--- config.mk ---
export PLATFORM = sky130hd
export DESIGN_NAME = muldiv_unit
export DESIGN_NICKNAME = d
export VERILOG_FILES = /design/src/rtl/muldiv_pkg.sv /design/src/rtl/muldiv_step.sv /design/src/rtl/muldiv_unit.sv
export SDC_FILE = /design/constraint.sdc
export NUM_CORES = 1
export LEC_CHECK = 0
export CAP_MARGIN = 5
export CORE_UTILIZATION = 53
export CTS_BUF_LIST = sky130_fd_sc_hd__clkbuf_4
export DETAILED_ROUTE_END_ITERATION = 6
export PLACE_DENSITY_LB_ADDON = 0.12
export SLEW_MARGIN = 20
export SYNTH_ARGS = -nofsm -noshare
export SYNTH_HDL_FRONTEND = slang
export SYNTH_HIERARCHICAL = 1
export SYNTH_SLANG_ARGS = --single-unit
--- constraint.sdc ---
create_clock -name clock -period 4.6 [get_ports clock]
set_input_delay 0.69 -clock clock [delete_from_list [all_inputs] [get_ports clock]]
set_output_delay 0.69 -clock clock [all_outputs]
set_load 0.1 [all_outputs]
--- src/rtl/muldiv_pkg.sv ---
// Shared opcode/state types and the operand-magnitude helper for the iterative multiply/divide unit.
// Operand widths up to MD_MAX_W are supported by md_abs.
package muldiv_pkg;

  localparam int MD_MAX_W = 64;

  typedef enum logic [2:0] {
    MD_MULT  = 3'd0,
    MD_MULTU = 3'd1,
    MD_DIV   = 3'd2,
    MD_DIVU  = 3'd3,
    MD_MTHI  = 3'd4,
    MD_MTLO  = 3'd5
  } md_op_t;

  typedef enum logic [1:0] {
    MD_IDLE,
    MD_CALC,
    MD_FIX
  } md_state_t;

  // neg sits above mag so a size cast of the struct yields the magnitude bits
  typedef struct packed {
    logic                neg;
    logic [MD_MAX_W-1:0] mag;
  } md_abs_t;

  // x holds a w-bit operand zero-extended; only mag[w-1:0] is meaningful
  function automatic md_abs_t md_abs(input logic [MD_MAX_W-1:0] x, input int w, input logic is_signed);
    md_abs_t             r;
    logic [MD_MAX_W-1:0] msb_mask;
    msb_mask = MD_MAX_W'(1) << (w - 1);
    r.neg    = is_signed & (|(x & msb_mask));
    r.mag    = r.neg ? (~x + MD_MAX_W'(1)) : x;
    return r;
  endfunction

endpackage

--- src/rtl/muldiv_step.sv ---
// One combinational iteration: shift-add multiply step or restoring-divide step
// on the shared 2*WIDTH+1 accumulator.
module muldiv_step
  import muldiv_pkg::*;
#(
  parameter int WIDTH = 32
) (
  input  logic               div_mode,
  input  logic [2*WIDTH:0]   acc,
  input  logic [WIDTH-1:0]   operand,
  output logic [2*WIDTH:0]   acc_next
);

  logic [WIDTH:0]   mul_sum;
  logic [WIDTH:0]   rem_shift;
  logic [WIDTH+1:0] trial;

  always_comb begin
    // multiply: acc = {partial product (W+1), remaining multiplier bits (W)}
    mul_sum   = acc[2*WIDTH:WIDTH] + (acc[0] ? {1'b0, operand} : '0);
    // divide: acc = {spare, remainder (W), quotient/dividend (W)}
    rem_shift = acc[2*WIDTH-1:WIDTH-1];
    trial     = {1'b0, rem_shift} - {2'b00, operand};
    acc_next  = {1'b0, mul_sum, acc[WIDTH-1:1]};
    if (div_mode) begin
      if (trial[WIDTH+1]) begin
        acc_next = {rem_shift, acc[WIDTH-2:0], 1'b0};
      end else begin
        acc_next = {trial[WIDTH:0], acc[WIDTH-2:0], 1'b1};
      end
    end
  end

endmodule

--- src/rtl/muldiv_unit.sv ---
// Iterative multiply/divide unit with HI/LO registers: sign-magnitude front end,
// WIDTH-cycle shift-add / restoring core, and a sign-fixup cycle before writeback.
module muldiv_unit
  import muldiv_pkg::*;
#(
  parameter int WIDTH = 32
) (
  input  logic             clock,
  input  logic             reset_n,
  input  logic             start,
  input  logic [2:0]       op,
  input  logic [WIDTH-1:0] rs_data,
  input  logic [WIDTH-1:0] rt_data,
  input  logic             abort,
  output logic             busy,
  output logic             done,
  output logic             div_by_zero,
  output logic [WIDTH-1:0] hi,
  output logic [WIDTH-1:0] lo
);

  localparam int CW = $clog2(WIDTH) + 1;

  md_state_t        state, state_next;
  md_op_t           cur_op;
  logic [CW-1:0]    count;
  logic [2*WIDTH:0] acc;
  logic [2*WIDTH:0] step_next;
  logic [WIDTH-1:0] operand;
  logic             neg_res;
  logic             neg_rem;
  logic             zero_div;

  logic             accept;
  logic             arith_in;
  logic             div_in;
  logic             signed_in;
  logic             zero_div_in;
  logic [WIDTH-1:0] rs_mag;
  logic [WIDTH-1:0] rt_mag;
  logic             rs_neg;
  logic             rt_neg;
  logic             cur_div;
  logic [2*WIDTH-1:0] prod_fix;
  logic [WIDTH-1:0] quo_fix;
  logic [WIDTH-1:0] rem_fix;

  always_comb begin
    accept      = (state == MD_IDLE) && start && !abort;
    arith_in    = (op < 3'd4);
    div_in      = (op == MD_DIV) || (op == MD_DIVU);
    signed_in   = (op == MD_MULT) || (op == MD_DIV);
    zero_div_in = div_in && (rt_data == '0);
    rs_mag      = WIDTH'(md_abs(MD_MAX_W'(rs_data), WIDTH, signed_in));
    rt_mag      = WIDTH'(md_abs(MD_MAX_W'(rt_data), WIDTH, signed_in));
    rs_neg      = 1'(md_abs(MD_MAX_W'(rs_data), WIDTH, signed_in) >> MD_MAX_W);
    rt_neg      = 1'(md_abs(MD_MAX_W'(rt_data), WIDTH, signed_in) >> MD_MAX_W);
    cur_div     = (cur_op == MD_DIV) || (cur_op == MD_DIVU);
    prod_fix    = neg_res ? -acc[2*WIDTH-1:0] : acc[2*WIDTH-1:0];
    quo_fix     = neg_res ? -acc[WIDTH-1:0] : acc[WIDTH-1:0];
    rem_fix     = neg_rem ? -acc[2*WIDTH-1:WIDTH] : acc[2*WIDTH-1:WIDTH];
    busy        = (state != MD_IDLE);
  end

  muldiv_step #(.WIDTH(WIDTH)) u_step (
    .div_mode (cur_div),
    .acc      (acc),
    .operand  (operand),
    .acc_next (step_next)
  );

  always_ff @(posedge clock or negedge reset_n) begin
    if (!reset_n) begin
      state <= MD_IDLE;
    end else begin
      state <= state_next;
    end
  end

  always_comb begin
    state_next = state;
    case (state)
      MD_IDLE: if (accept && arith_in) state_next = zero_div_in ? MD_FIX : MD_CALC;
      MD_CALC: if (count == CW'(WIDTH - 1)) state_next = MD_FIX;
      MD_FIX:  state_next = MD_IDLE;
      default: state_next = MD_IDLE;
    endcase
    if (abort) state_next = MD_IDLE;
  end

  always_ff @(posedge clock or negedge reset_n) begin
    if (!reset_n) begin
      cur_op      <= MD_MULT;
      count       <= '0;
      acc         <= '0;
      operand     <= '0;
      neg_res     <= 1'b0;
      neg_rem     <= 1'b0;
      zero_div    <= 1'b0;
      done        <= 1'b0;
      div_by_zero <= 1'b0;
      hi          <= '0;
      lo          <= '0;
    end else begin
      done <= 1'b0;
      if (accept) begin
        if (op <= 3'd5) div_by_zero <= 1'b0;
        if (op == MD_MTHI) hi <= rs_data;
        if (op == MD_MTLO) lo <= rs_data;
        if (arith_in) begin
          cur_op   <= md_op_t'(op);
          count    <= '0;
          operand  <= rt_mag;
          neg_res  <= rs_neg ^ rt_neg;
          neg_rem  <= rs_neg;
          zero_div <= zero_div_in;
          // zero divisor preloads the fixed result: quotient all ones, remainder = |dividend|
          acc      <= zero_div_in ? {1'b0, rs_mag, {WIDTH{1'b1}}} : {(WIDTH + 1)'(0), rs_mag};
        end
      end else if (state == MD_CALC && !abort) begin
        acc   <= step_next;
        count <= count + CW'(1);
      end else if (state == MD_FIX && !abort) begin
        done <= 1'b1;
        if (!cur_div) begin
          hi <= prod_fix[2*WIDTH-1:WIDTH];
          lo <= prod_fix[WIDTH-1:0];
        end else begin
          hi <= rem_fix;
          lo <= zero_div ? {WIDTH{1'b1}} : quo_fix;
          if (zero_div) div_by_zero <= 1'b1;
        end
      end
    end
  end

endmodule

# Word-level counts from Yosys, hierarchy flattened
# Index checks and enable logic that the tools add are counted.
[totals]
regBits = 177
output_inout_bits = 67
word_cells = 107
[op_classes]
magnitude_cmp = 2
mux = 40
add_sub_neg = 8
n_eq_ne = 16
reduce_logical = 24
bitwise_logic = 5
[ops]
columns = ["op", "count"]
rows = [
  ["2-to-1 mux 32 bit", 16],
  ["2-to-1 mux 65 bit", 5],
  ["2-to-1 mux 64 bit", 2],
  ["adder 32 x 1 -> 32 bit (second input constant)", 2],
  ["negator 32 bit", 2],
  ["negator 64 bit", 1],
  ["NOT 32 bit", 2],
  ["subtractor 33 x 32 -> 34 bit", 1],
  ["adder 33 bit", 1],
  ["zero test 32 bit", 1],
  ["2-to-1 mux 6 bit", 3],
  ["equality test 3 x 2 -> 1 bit (second input constant)", 4],
  ["nonzero test 2 bit", 5],
  ["2-to-1 mux 1 bit", 9],
  ["2-to-1 mux 2 bit", 4],
  ["inequality test 2 x 1 -> 1 bit (second input constant)", 4],
  ["adder 6 x 1 -> 6 bit (second input constant)", 1],
  ["equality test 3 bit (second input constant)", 2],
  ["equality test 6 x 5 -> 1 bit (second input constant)", 1],
  ["logical AND 1 bit", 6],
  ["AND reduction 2 bit", 3],
  ["AND reduction 3 bit", 2],
  ["AND reduction 5 bit", 1],
  ["one-hot mux 2 bit (2 select lines)", 1],
  ["other kinds (13)", 16],
]

# Depth between registers and ports, before layout
[depth]
word_depth = 7
depth_mapped = 16
ltp_nobuf = 14

# Modules after synthesis
# Netlist, hierarchy kept.
[by_module_without_submodules]
columns = ["mod", "cells_per_inst", "instances", "area_each_um2", "seq_area_each_um2"]
rows = [
  ["muldiv_unit", 1291, 1, 10826.6, 4404.2],
  ["muldiv_step", 683, 1, 4707.0, 0.0],
]

# Least setup slack after synthesis
# Ideal clock, no wire load.
[synth_timing]
path_type = "register to register"
from = "register acc[0]"
to = "register acc[63]"
setup_time_ns = 0.135
stages_incl_launch_ff = 16
arrival_ns = 3.447
synth_period_minus_slack_ns = 3.582
setup_slack_ns = 1.018
required_time_ns = 4.465
path_buffers = 1
path_cell_list = "dfrtp_1 clkbuf_1 and2_1 ha_1 fa_1 a211oi_1 o211a_1 o21ai_0 o31ai_1 a311oi_2 a311oi_1 o21ai_0 xnor2_1 o21ai_0 a32oi_1 o31ai_1"
[synth_via]
elab_chain_cells = 5
[synth_rtl]
columns = ["item", "line", "source"]
rows = [
  ["start: declaration", "muldiv_unit.sv:27", "logic [2*WIDTH:0] acc;"],
  ["start signal: assignment", "muldiv_unit.sv:118", "acc <= zero_div_in ? {1'b0, rs_mag, {WIDTH{1'b1}}} : {(WIDTH + 1)'(0), rs_mag};"],
  ["start signal: assignment", "muldiv_unit.sv:121", "acc <= step_next;"],
  ["2-to-1 mux 32 bit", "muldiv_step.sv:20", "mul_sum = acc[2*WIDTH:WIDTH] + (acc[0] ? {1'b0, operand} : '0);"],
  ["adder 33 bit", "muldiv_step.sv:20", ""],
  ["2-to-1 mux 65 bit", "muldiv_step.sv:25", "if (div_mode) begin"],
  ["named net step_next[63]", "muldiv_unit.sv:28", "logic [2*WIDTH:0] step_next;"],
  ["2-to-1 mux 65 bit", "muldiv_unit.sv:120", "end else if (state == MD_CALC && !abort) begin"],
  ["2-to-1 mux 65 bit", "muldiv_unit.sv:106", "if (accept) begin"],
]
# The timed path passes the listed nets, and every way through them passes these cells. The select of a mux whose other input is x is not followed.
# A chain may end at the register's enable or synchronous reset.

# Worst setup path after layout
[layout_timing]
from = "register acc[52]"
to = "register acc[63]"
[layout_via]
elab_chain_cells = 5
word_cells_on_any_way = 6
classes_between = "2 x add/sub; 4 x mux"
[layout_rtl]
columns = ["item", "line", "source"]
rows = [
  ["subtractor 33 x 32 -> 34 bit", "muldiv_step.sv:23", "trial = {1'b0, rem_shift} - {2'b00, operand};"],
  ["2-to-1 mux 65 bit", "muldiv_step.sv:26", "if (trial[WIDTH+1]) begin"],
  ["2-to-1 mux 65 bit (*)", "muldiv_step.sv:25", ""],
  ["named net step_next[63]", "muldiv_unit.sv:28", ""],
  ["2-to-1 mux 65 bit (*)", "muldiv_unit.sv:120", ""],
  ["2-to-1 mux 65 bit (*)", "muldiv_unit.sv:106", ""],
]
# Mark *: on every way through the listed nets, which the timed path passes. The rest lies on a longest branch. The select of a mux whose other input is x is not followed.

==> results.py <==
metrics = {
    "run_status": {
        "status": "completed",
    },
    "cells_and_area": {
        "multiInputGateArea_sq_um": 10460,
        "seqCellArea_sq_um": 4404,
        "area_growth_syn_to_layout_pct": 14.07,
        "nets": 2218,
        "fin_cells": 2475,
        "fillers": 2643,
        "drive_above_1_share_pct": 7.946,
        "final_core_util_pct": 61.57,
    },
    "setup_path": {
        "crit_start": "acc[52]$_DFFE_PN0P_",
        "cp_slowest_cell": "o311ai_0",
        "path_cells": "ha_1 -> and3_1 -> a221oi_2 -> o21ai_1 -> a2111o_1 -> a311oi_2 -> o31ai_1 -> o311ai_0 -> o21ai_0 -> a32oi_1 -> o31ai_1",
        "worst-path-max-fanout": 9,
        "r2r_end": "acc[63]$_DFFE_PN0P_",
        "setup.worst_path.end": "acc[63]$_DFFE_PN0P_",
        "reg2reg_slack_ps": 310,
        "cp_common_cell": "o31ai_1",
        "required_ps": 5120,
        "rr_startpoint": "acc[52]$_DFFE_PN0P_",
        "reg2reg_depth": 11,
        "end_kind": "flip-flop",
        "arrival_ps": 4820,
        "worst_setup_path_start_kind": "flip-flop",
        "cpPeakStageDelay_ps": 680,
        "crit_type": "flip-flop to flip-flop",
    },
    "yosys": {
        "synth_edf_count": 0,
        "synth_most_common_cell": "nor2_1",
        "synth_commonest_cells": "nor2_1 (222), nand2_1 (182), dfrtp_1 (176)",
        "yosysTopAreaCell": "dfrtp_1",
        "synthCells": 1974,
        "synth_top_area_share_pct": 28.35,
        "synth_area_leaders": "dfrtp_1 (28%), ha_1 (5.6%), nor2_1 (5.4%)",
        "syn_area_sq_um": 15530,
        "synthFlopType": "dfrtp_1",
        "synth_warnings": 6,
        "ys_types": 84,
        "synth.yosys.seq_area_share_pct": 28.35,
        "synth_nets": 2116,
        "ys_seq_elements": 176,
        "ys_async_sr_fraction_pct": 100.0,
        "avgSynthCellArea_sq_um": 7.869,
    },
    "drt": {
        "drt_iter0_drc": 2321,
        "ant_nets": 0,
        "wire_per_inst_um": 23.00,
        "drcViolationCount": 0,
        "wl_um": 56930,
        "drt_first_pass_iters": 7,
        "via_count": 16363,
        "via_per_inst": 6.611,
    },
    "timing": {
        "tightest_slew_ps": 1063,
        "relSlewSlack_pct": 29.15,
        "finalClockSkew_ps": 41.97,
        "fin_crit_sh_pct": 93.32,
        "finalHoldViolCount": 0,
        "setup_violations": 0,
        "slew_viol_final": 0,
        "max_clock_freq_mhz": 233.0,
        "final.setup.tns_ps": 0,
        "finalCriticalPeriod_ps": 4293,
        "setup_ws_ps": 307.3,
        "rsz0062_at_grt": "no",
    },
    "floorplanning": {
        "fp.dieW_um": 173.2,
        "core_area_sq_um": 28780,
        "die-area_sq_um": 30000,
        "initial_core_util_pct": 53.97,
        "num_rows": 62,
        "ioPinCount": 138,
        "die_y_um": 173.2,
    },
    "place": {
        "dp_cells": 2441,
        "port_buffers": 137,
        "pre_cts_slack_ps": 431.8,
        "place_congestion": 1.001,
        "dp_hpwl_um": 43060,
    },
    "grt": {
        "grt_util_met2_pct": 58.64,
        "gr-usage-met1_pct": 52.29,
        "antenna_found_initial": 2,
        "grt_use_total_pct": 37.98,
        "grt_max_degree": 100,
        "grt_pass1_wl_um": 88610,
        "overflow": 0,
        "use_met3_pct": 6.684,
        "busiest_layer": "met2",
        "grt_pass1_vias": 15375,
    },
    "cts": {
        "root_buffer": "clkbuf_4",
        "cts_buffers": 17,
        "cts_buffer_depth": 2,
        "clk_latency_ps": 650,
        "cts_setup_buffers": 0,
        "htreeDepth": 4,
        "cts.sinks": 176,
        "tritoncts": "built",
        "path_clk_slew_ps": 190,
    },
    "power_and_ir_drop": {
        "max-vdd-ir-drop_mv": 0.4417,
        "p_leak_nw": 7.279,
        "finalPower_mw": 13.27,
        "power_density_nw_per_um2": 748.8,
    },
    "hold_path": {
        "hold_class": "input pin to asynchronous set/reset pin",
    },
    "flow_run": {
        "maxCapViolCount": 0,
    },
}
final cells by class:
cell class | count | area share [%]
Multi-Input combinational cell | 1620 | 59.00
Clock inverter | 14 | 0.8473
Inverter | 64 | 1.363
Sequential cell | 176 | 24.86
Clock buffer | 18 | 0.7626
Timing Repair Buffer | 197 | 10.43
Tap cell | 384 | 2.711
Antenna cell | 2 | 0.02824
layer usage:
layer	share of wire, %	wire [um]
met3	9.0	5122
met1	43	24390
met4	4.2	2380
met5	0	0
met2	44	25030
critical path: cells and delay by family, from the launching register on:
kind | cells | cell delay (ps)
and+or+nand+nor | 1 | 260
DFF | 1 | 570
AOI/OAI and AO/OA | 9 | 2860
adders and majority gates | 1 | 480
report_power, final:
group / switching (mW) / leakage [nW] / internal [mW]
logic: 6.09 / 5.03 / 3.25
registers: 0.853 / 2.10 / 2.13
clock network: 0.685 / 0.153 / 0.252
cell families after synthesis:
kind of cell,Yosys count,share of synthesized area (%)
xor+xnor,147,8.288
flops,176,28.35
simple gates,710,21.91
fa+ha+maj,71,5.816
buf+inv,178,4.527
mux,71,4.849
compound gates,621,26.26
placed cells by master, fill, tap and decap left out, drive strengths merged, types with 9 or more instances in the layout:
master	synthesis	final
nand2	182	182
xnor2	77	77
nand2b	15	15
a221oi	25	25
or3	34	34
ha	69	69
o21ai	157	157
nor2	223	223
a32oi	16	16
and2	43	43
clkbuf	96	18
nor4	31	31
mux2	34	34
inv	64	69
mux2i	37	37
nor3b	10	10
or4	11	11
a21oi	144	144
buf	18	61
and3	16	16
a21o	43	43
nand4	17	17
a31o	10	10
o22ai	26	26
o21a	11	11
o31ai	30	30
dfrtp	176	176
o41ai	14	14
nor3	59	59
nand3	36	36
clkdlybuf4s50	0	136
a211oi	32	32
a31oi	36	36
a2bb2oi	9	9
xor2	70	70
metrics by stage:
stage               hold slack (ps)  cell area [sq um]
floorplan                     394.4              15530
global placement              459.8              17430
detailed placement            462.0              17430
CTS                           50.64              17710
global route                  52.12              17720
finish                        18.79              17720
state kept, by name (all words and copies together) (netlist names):
| name | flops |
|---|---|
| operand | 32 |
| zero_div | 1 |
| div_by_zero | 1 |
| state | 2 |
| acc | 65 |
| done | 1 |
| neg_rem | 1 |
| lo | 32 |
| count | 6 |
| cur_op | 2 |
| neg_res | 1 |
| hi | 32 |
worst min-delay path by stage:
stage                       endpoint  slack, ps  cells past startpoint
6_report          lo[26]$_DFFE_PN0P_         20                      1
5_1_grt           lo[24]$_DFFE_PN0P_         50                      1
4_1_cts           lo[26]$_DFFE_PN0P_         50                      1
2_1_floorplan     acc[0]$_DFFE_PN0P_        390                      0
3_3_place_gp   cur_op[2]$_DFFE_PN0N_        460                      1
3_5_place_dp   cur_op[2]$_DFFE_PN0N_        460                      1
what timing repair did:
action	4_1_cts	5_1_grt
setup endpoints to repair	0	4
hold buffers	0	0
gates resized for setup	0	1
Power figures use the tool's default switching activity.
